<file path="src/rtl/uart_rx_fifo.sv">
// UART 8N1 receiver (mid-bit sampling, glitch reject, framing check) feeding a show-ahead FIFO.
// Define UART_RX_PARITY_EN to add an even-parity bit (8E1) and the o_parity_err output.
module uart_rx_fifo #(
    parameter int unsigned CLKS_PER_BIT = 16,
    parameter int unsigned FIFO_DEPTH   = 4,
    parameter int unsigned SYNC_STAGES  = 2
) (
    input  logic                               i_clk,
    input  logic                               i_rst_n,
    input  logic                               i_rx_in,
    input  logic                               i_rd_ready,
    output logic                               o_rd_valid,
    output logic [7:0]                         o_rd_data,
    output logic [$clog2(FIFO_DEPTH+1)-1:0]    o_fifo_count,
    output logic                               o_busy,
    output logic                               o_frame_err,
`ifdef UART_RX_PARITY_EN
    output logic                               o_parity_err,
`endif
    output logic                               o_overrun
);

    localparam int unsigned CntW   = $clog2(CLKS_PER_BIT);
    localparam int unsigned PtrW   = $clog2(FIFO_DEPTH);
    localparam int unsigned CountW = $clog2(FIFO_DEPTH + 1);
    localparam logic [CntW-1:0]   HalfM1   = CntW'(CLKS_PER_BIT / 2 - 1);
    localparam logic [CntW-1:0]   FullM1   = CntW'(CLKS_PER_BIT - 1);
    localparam logic [CountW-1:0] DepthCnt = CountW'(FIFO_DEPTH);

    typedef enum logic [2:0] {
        StIdle,
        StStart,
        StData,
`ifdef UART_RX_PARITY_EN
        StParity,
`endif
        StStop,
        StBreak
    } state_t;

    logic [SYNC_STAGES-1:0] r_sync;
    logic                   w_rx_s;

    state_t          r_state, w_state_d;
    logic [CntW-1:0] r_bit_cnt, w_bit_cnt_d;
    logic [2:0]      r_bit_idx, w_bit_idx_d;
    logic [7:0]      r_shreg, w_shreg_d;
    logic            w_bit_end;
    logic            w_push_req;
    logic            w_frame_err;
`ifdef UART_RX_PARITY_EN
    logic            r_par_bit, w_par_bit_d;
    logic            w_parity_err;
`endif

    logic [7:0]        r_mem [FIFO_DEPTH];
    logic [PtrW-1:0]   r_wr_ptr, r_rd_ptr;
    logic [CountW-1:0] r_count;
    logic              w_full, w_pop, w_push;

    always_ff @(posedge i_clk or negedge i_rst_n) begin
        if (!i_rst_n) begin
            r_sync <= '1;
        end else begin
            r_sync <= {r_sync[SYNC_STAGES-2:0], i_rx_in};
        end
    end

    assign w_rx_s    = r_sync[SYNC_STAGES-1];
    assign w_bit_end = (r_bit_cnt == FullM1);

    always_comb begin
        w_state_d   = r_state;
        w_bit_cnt_d = r_bit_cnt;
        w_bit_idx_d = r_bit_idx;
        w_shreg_d   = r_shreg;
        w_push_req  = 1'b0;
        w_frame_err = 1'b0;
`ifdef UART_RX_PARITY_EN
        w_par_bit_d  = r_par_bit;
        w_parity_err = 1'b0;
`endif
        case (r_state)
            StIdle: begin
                if (!w_rx_s) begin
                    w_bit_cnt_d = '0;
                    w_state_d   = StStart;
                end
            end
            StStart: begin
                w_bit_cnt_d = r_bit_cnt + 1'b1;
                if (r_bit_cnt == HalfM1) begin
                    if (!w_rx_s) begin
                        w_bit_cnt_d = '0;
                        w_bit_idx_d = '0;
                        w_state_d   = StData;
                    end else begin
                        w_state_d = StIdle;
                    end
                end
            end
            StData: begin
                w_bit_cnt_d = r_bit_cnt + 1'b1;
                if (w_bit_end) begin
                    w_shreg_d   = {w_rx_s, r_shreg[7:1]};
                    w_bit_cnt_d = '0;
                    w_bit_idx_d = r_bit_idx + 3'd1;
                    if (r_bit_idx == 3'd7) begin
`ifdef UART_RX_PARITY_EN
                        w_state_d = StParity;
`else
                        w_state_d = StStop;
`endif
                    end
                end
            end
`ifdef UART_RX_PARITY_EN
            StParity: begin
                w_bit_cnt_d = r_bit_cnt + 1'b1;
                if (w_bit_end) begin
                    w_par_bit_d = w_rx_s;
                    w_bit_cnt_d = '0;
                    w_state_d   = StStop;
                end
            end
`endif
            StStop: begin
                w_bit_cnt_d = r_bit_cnt + 1'b1;
                if (w_bit_end) begin
                    w_bit_cnt_d = '0;
                    if (w_rx_s) begin
`ifdef UART_RX_PARITY_EN
                        // Even parity: data plus parity bit must hold an even number of ones.
                        w_push_req   = ~^{r_shreg, r_par_bit};
                        w_parity_err = ^{r_shreg, r_par_bit};
`else
                        w_push_req   = 1'b1;
`endif
                        w_state_d = StIdle;
                    end else begin
                        w_frame_err = 1'b1;
                        w_state_d   = StBreak;
                    end
                end
            end
            StBreak: begin
                if (w_rx_s) begin
                    w_state_d = StIdle;
                end
            end
            default: w_state_d = StIdle;
        endcase
    end

    always_ff @(posedge i_clk or negedge i_rst_n) begin
        if (!i_rst_n) begin
            r_state   <= StIdle;
            r_bit_cnt <= '0;
            r_bit_idx <= '0;
            r_shreg   <= '0;
`ifdef UART_RX_PARITY_EN
            r_par_bit <= 1'b0;
`endif
        end else begin
            r_state   <= w_state_d;
            r_bit_cnt <= w_bit_cnt_d;
            r_bit_idx <= w_bit_idx_d;
            r_shreg   <= w_shreg_d;
`ifdef UART_RX_PARITY_EN
            r_par_bit <= w_par_bit_d;
`endif
        end
    end

    // A pop in the same cycle frees the slot a push into a full FIFO needs.
    assign w_full = (r_count == DepthCnt);
    assign w_pop  = o_rd_valid && i_rd_ready;
    assign w_push = w_push_req && (!w_full || w_pop);

    always_ff @(posedge i_clk or negedge i_rst_n) begin
        if (!i_rst_n) begin
            for (int i = 0; i < int'(FIFO_DEPTH); i++) begin
                r_mem[i] <= '0;
            end
            r_wr_ptr <= '0;
            r_rd_ptr <= '0;
            r_count  <= '0;
        end else begin
            if (w_push) begin
                r_mem[r_wr_ptr] <= r_shreg;
                r_wr_ptr        <= r_wr_ptr + 1'b1;
            end
            if (w_pop) begin
                r_rd_ptr <= r_rd_ptr + 1'b1;
            end
            if (w_push && !w_pop) begin
                r_count <= r_count + 1'b1;
            end else if (!w_push && w_pop) begin
                r_count <= r_count - 1'b1;
            end
        end
    end

    assign o_rd_valid   = (r_count != '0);
    assign o_rd_data    = r_mem[r_rd_ptr];
    assign o_fifo_count = r_count;
    assign o_busy       = (r_state != StIdle);
    assign o_frame_err  = w_frame_err;
    assign o_overrun    = w_push_req && w_full && !w_pop;
`ifdef UART_RX_PARITY_EN
    assign o_parity_err = w_parity_err;
`endif

endmodule

</file>
<file path="config.mk">
export PLATFORM = sky130hd
export DESIGN_NAME = uart_rx_fifo
export DESIGN_NICKNAME = d
export VERILOG_FILES = /design/src/rtl/uart_rx_fifo.sv
export SDC_FILE = /design/constraint.sdc
export NUM_CORES = 1
export LEC_CHECK = 0
export CAP_MARGIN = 10
export CORE_MARGIN = 2
export CORE_UTILIZATION = 40
export DETAILED_ROUTE_END_ITERATION = 12
export PLACE_DENSITY_LB_ADDON = 0.1
export SLEW_MARGIN = 15
export SYNTH_ARGS = -nofsm -noshare
export SYNTH_HDL_FRONTEND = slang
export SYNTH_SLANG_ARGS = --single-unit
export TNS_END_PERCENT = 30
</file>
<file path="constraint.sdc">
create_clock -name i_clk -period 2.8 [get_ports i_clk]
set_input_delay 0.84 -clock i_clk [delete_from_list [all_inputs] [get_ports i_clk]]
set_output_delay 0.84 -clock i_clk [all_outputs]
set_load 0.02 [all_outputs]
</file>
# Word level (Yosys, flattened, before mapping)
# Cells that the tools add are included.
[totals] ff_bits=59 input_bits=4 out_inout_bits=15 wordCells=92
[classes] order_cmp=3 n_addsub=6 n_reduce_logical=22 n_eq_ne=15 bitwise_logic=2 muxes=32
[op_table] op="3-bit 2-to-1 mux" n=12
[op_table] op="32-bit bitwise mux" n=1
[op_table] op="8-bit 2-to-1 mux" n=3
[op_table] op="8-bit binary-select mux with 2-bit select" n=1
[op_table] op="8-bit demux with 2-bit select" n=1
[op_table] op="4-bit 2-to-1 mux" n=4
[op_table] op="3-bit case mux with 5 select lines" n=1
[op_table] op="2-bit inequality test, second input constant" n=7
[op_table] op="4-bit case mux with 3 select lines" n=1
[op_table] op="3-bit == test, second input constant" n=3
[op_table] op="3-bit nonzero test" n=3
[op_table] op="1-bit logical AND" n=7
[op_table] op="3-bit by 1-bit adder with 3-bit output, second input constant" n=2
[op_table] op="3-bit by 2-bit == test with 1-bit output, second input constant" n=2
[op_table] op="3-bit greater-or-equal comparator, second input constant" n=2
[op_table] op="1-bit 2-to-1 mux" n=6
[op_table] op="2-bit inverter with 3-bit output" n=2
[op_table] op="3-bit case mux with 2 select lines" n=1
[op_table] op="6-bit AND reduction" n=1
[op_table] op="2-bit by 1-bit adder with 2-bit output, second input constant" n=2
[op_table] op="4-bit by 1-bit adder with 4-bit output, second input constant" n=1
[op_table] op="4-bit by 3-bit == test with 1-bit output, second input constant" n=1
[op_table] op="4-bit == test, second input constant" n=1
[op_table] op="2-bit AND reduction" n=2
[op_table] op="10 further kinds" n=13

# Depth between registers and ports, before layout
[depth] depth_word=8 depth_mapped=9 mapped_depth_nobuf=9

# Worst setup path after synthesis
# No wires, ideal clock.
[synth_path] kind="input -> register" startpoint="in i_rd_ready" endpoint="reg r_count[2], in the netlist o_fifo_count[2]" required_time_ps=2720 slack_ps=394 setup_time_ps=80 path_stages=8 arrival_ps=2326 cell_sequence="nor4b_2 -> nor4b_4 -> ha_1 -> inv_1 -> fa_1 -> xor2_1 -> nor2_1 -> xor2_1"
[synth_via] elab_chain_cells=6 word_cells_on_any_way=9
[synth_lines] item="from (decl)" line_no="11" source="input logic i_rd_ready,"
[synth_lines] item="1-bit logical AND (*)" line_no="177" source="assign w_pop = o_rd_valid && i_rd_ready;"
[synth_lines] item="1-bit logical OR (*)" line_no="178" source="assign w_push = w_push_req && (!w_full || w_pop);"
[synth_lines] item="1-bit logical AND (*)" line_no="178"
[synth_lines] item="named net w_push" line_no="59" source="logic w_full, w_pop, w_push;"
[synth_lines] item="1-bit zero test" line_no="198" source="end else if (!w_push && w_pop) begin"
[synth_lines] item="1-bit logical AND" line_no="198"
[synth_lines] item="2-bit nonzero test (no source line)"
[synth_lines] item="to (signal assigned)" line_no="197" source="r_count <= r_count + 1'b1;"
[synth_lines] item="to (signal assigned)" line_no="199" source="r_count <= r_count - 1'b1;"
[synth_lines] item="to (decl)" line_no="58" source="logic [CountW-1:0] r_count;"
# Mark *: on every way through the listed nets, which the timed path passes. The rest lies on a longest branch.
# A chain may end at the register's enable or synchronous reset.

# Worst setup path after layout
[layout_path] startpoint="reg r_rd_ptr[0]" endpoint="out o_rd_data[6]"
[layout_via] elab_chain_cells=4
[layout_lines] item="from (decl)" line_no="57" source="logic [PtrW-1:0] r_wr_ptr, r_rd_ptr;"
[layout_lines] item="from (signal assigned)" line_no="194" source="r_rd_ptr <= r_rd_ptr + 1'b1;"
[layout_lines] item="2-bit inverter with 3-bit output (not written as such)" line_no="205" source="assign o_rd_data = r_mem[r_rd_ptr];"
[layout_lines] item="8-bit binary-select mux with 2-bit select" line_no="205"
[layout_lines] item="8-bit 2-to-1 mux (not written as such) (2 in series)" line_no="205"
[layout_lines] item="to (decl)" line_no="13" source="output logic [7:0] o_rd_data,"
# No other way between the ends. The select of a mux whose other input is x is not followed.

==> flow_summary.json <==
{
  "synthesis.area_per_instance_um2": 14.4,
  "antenna-diode-count": 0,
  "setup_viol_count_final": 0,
  "synth_top_flop_cell": "dfrtp_1",
  "tritoncts_num_sinks": 59,
  "clockRootBuffer": "clkbuf_8",
  "netlist.top_cell.by_area": "dfrtp_1",
  "arrival_ns": 1.78,
  "p_leak_uw": 0.00167,
  "worst_slew_pin_slew_ns": 0.570,
  "setup_cp_type": "register to output port",
  "final_critical_path_share_of_the_clock_period": 0.935,
  "setup_repair_after_global_routing_missed_its_margin": "no",
  "grt_pass1_vias": 1868,
  "worst_setup_path_start_kind": "register",
  "grt_first_pass_wirelength_um": 9420,
  "worstSkewPairLatency_ns": 0.33,
  "worstPathRequired_ns": 1.96,
  "cts_setup_buffers": 0,
  "synth-seq-area-share": 0.504,
  "leading_cell_type_by_number_of_instances_after_synthesis": "dfrtp_1",
  "post_synth_num_cell_types": 41,
  "wl_per_cell_um": 16.5,
  "clk_transition_reported_paths_ns": 0.07,
  "worst_hold_path_type": "register to register",
  "maxSlewViolCount": 0,
  "synth_warnings": 0,
  "layout_min_cycle_time_ns": 2.62,
  "num_rows": 31,
  "drc_errors": 0,
  "ir_worst_vdd_v": 0.000484,
  "synth.top_cells.by_area": "dfrtp_1, mux2_4, mux4_2",
  "dr_total_vias": 1700,
  "design.final.nets": 251,
  "mappedNetlistNets": 216,
  "preCtsSetupSlack_ns": -0.416,
  "critical_path_peak_fanout": 8,
  "fillerInstances": 626,
  "synth_top_area_share": 0.486,
  "die_y_um": 89.6,
  "holdPathStages": 0,
  "utilization_of_the_core_after_routing": 0.489,
  "dpl.hpwl_um": 3940,
  "total_design_power_uw": 2620,
  "postLayoutCellArea_um2": 3510,
  "max_cap_violation_count": 0,
  "antenna_found_initial": 0,
  "synthCells": 203,
  "synth-async-reset-ratio": 1.00,
  "hold_viol": 0,
  "bufs_on_longest_clock_path": 2,
  "timing.clock.skew_ns": 0.0131,
  "synth.cell_area_um2": 2930,
  "endpoint_kind": "output port",
  "outcome": "complete, no violations",
  "multi_input_gate_area_um2": 1360,
  "number_of_cells_on_the_worst_reg_to_reg_path": 10,
  "global_route.overflow_total": 0,
  "maximum_number_of_pins_on_one_net_before_global_route_repair": 26,
  "boundaryPins": 19,
  "synth_top_cells_by_count": "dfrtp_1, mux2_4, mux2_2",
  "finalNonFillerCells": 342,
  "drtAntennaViolNets": 0,
  "start_util": 0.409,
  "avgViaCountPerCell": 4.97,
  "layout_setup_ws_ns": 0.183,
  "cts-buffers-inserted": 9,
  "htreeDepth": 3,
  "die_w_um": 89.6,
  "number_of_detailed_routing_iterations_run_before_antenna_repair": 4,
  "placed_cells_incl_taps": 326,
  "maximum_clock_frequency_mhz": 382,
  "drt_iter0_markers": 56,
  "layout-drive-gt1-share": 0.399,
  "grt_util_all_layers": 0.159,
  "slew_headroom": 0.619,
  "io_buffers": 18,
  "syn2layout_area_growth_pct": 19.7,
  "route.final.wire_length_um": 5630,
  "synth_seq_cells": 59,
  "die-area_um2": 8030,
  "count_of_flip_flops_with_a_built_in_enable_after_synthesis": 0,
  "tritoncts": "done",
  "area.sequential_um2": 1480,
  "cellPowerDensity_nw_per_um2": 746,
  "core-area_um2": 7180,
  "gpl.final_weighted_congestion": 0.764,
  "placed_cell_area_um2": 3330
}
## per-layer routing
layer / track usage / vias up / wire length (µm)
li1: - / 792 / -
met1: 0.213 / 869 / 2700
met2: 0.253 / 31 / 2710
met3: 0.0338 / 8 / 141
met4: 0.0611 / 0 / 82
met5: 0 / - / 0
## path summary, 6_finish.rpt
check / end / slack, ns / from
worst max-delay path: o_rd_data[6] / 0.18 / r_rd_ptr[0]$_DFFE_PN0P_
worst min-delay path: r_sync[1]$_DFF_PN1_ / 0.36 / r_sync[0]$_DFF_PN1_
worst max register to register: o_fifo_count[2]$_DFFE_PN0P_ / 0.38 / r_bit_cnt[0]$_DFFE_PN0P_
worst min register to register: r_sync[1]$_DFF_PN1_ / 0.36 / r_sync[0]$_DFF_PN1_
max in group asynchronous: r_shreg[0]$_DFFE_PN0P_ / 1.62 / i_rst_n
min in group asynchronous: r_bit_idx[1]$_DFFE_PN0P_ / 0.47 / i_rst_n
## timing repair
action | 4_1_cts | 5_1_grt
hold buffers | 0 | 0
resized for setup | 13 | 5
setup endpoints to repair | 10 | 3
pin swaps | 0 | 1
## registers in the layout, summed over array words and instances, names as in the netlist
signal	cells
o_fifo_count	3
r_state	3
r_bit_idx	3
r_shreg	8
r_wr_ptr	2
r_mem	32
r_rd_ptr	2
r_sync	2
r_bit_cnt	4
## layout by cell type (no fill, tap or decap), types with 3 or more instances in the layout
master           count
a21oi_1              5
nand2_1              9
clkinv_2             3
ha_1                 7
xnor2_1              4
nand2b_1             4
buf_4               13
mux2_4              32
nor2_1               8
and2_1               4
dlygate4sd2_1        8
xor2_1               3
mux4_2               8
dfrtp_1             57
o21ai_0              4
buf_12               4
inv_1                8
clkbuf_8             9
clkdlybuf4s50_1      6
mux2_2              11
## metrics by stage
step | TNS [ns] | hold slack, ns
finish | 0 | 0.358
global route | 0 | 0.367
CTS | -0.0708 | 0.359
detailed placement | -1.08 | 0.348
global placement | -0.607 | 0.347
floorplan | 0 | 0.345
## power by group
group	switching, µW	internal [µW]	total [µW]
sequential	168	960	1130
clock	341	407	748
combinational	371	373	744
## kinds of logic (layout without fill, tap and decap cells)
kind of cell,after synthesis,after routing,synth area share
mux,53,53,0.274
fa+ha+maj,9,9,0.0410
buf+inv,18,58,0.0346
xor+xnor,7,7,0.0209
simple gates,42,42,0.0934
flops,59,59,0.504
compound gates,15,15,0.0316
## layout make-up
type | count | share of cell area
tap | 99 | 0.0353
inverter | 8 | 0.00855
clock inverter | 7 | 0.0196
sequential | 59 | 0.421
clock buffer | 9 | 0.0353
multi-input combinational | 126 | 0.386
timing repair buffer | 34 | 0.0941
## worst max-delay path, cell delays in order, from the launching register on
cell,delay [ns]
dfrtp_1,0.43
buf_12,0.17
mux4_2,0.51
dlygate4sd2_1,0.34
Power figures use the tool's default switching activity.
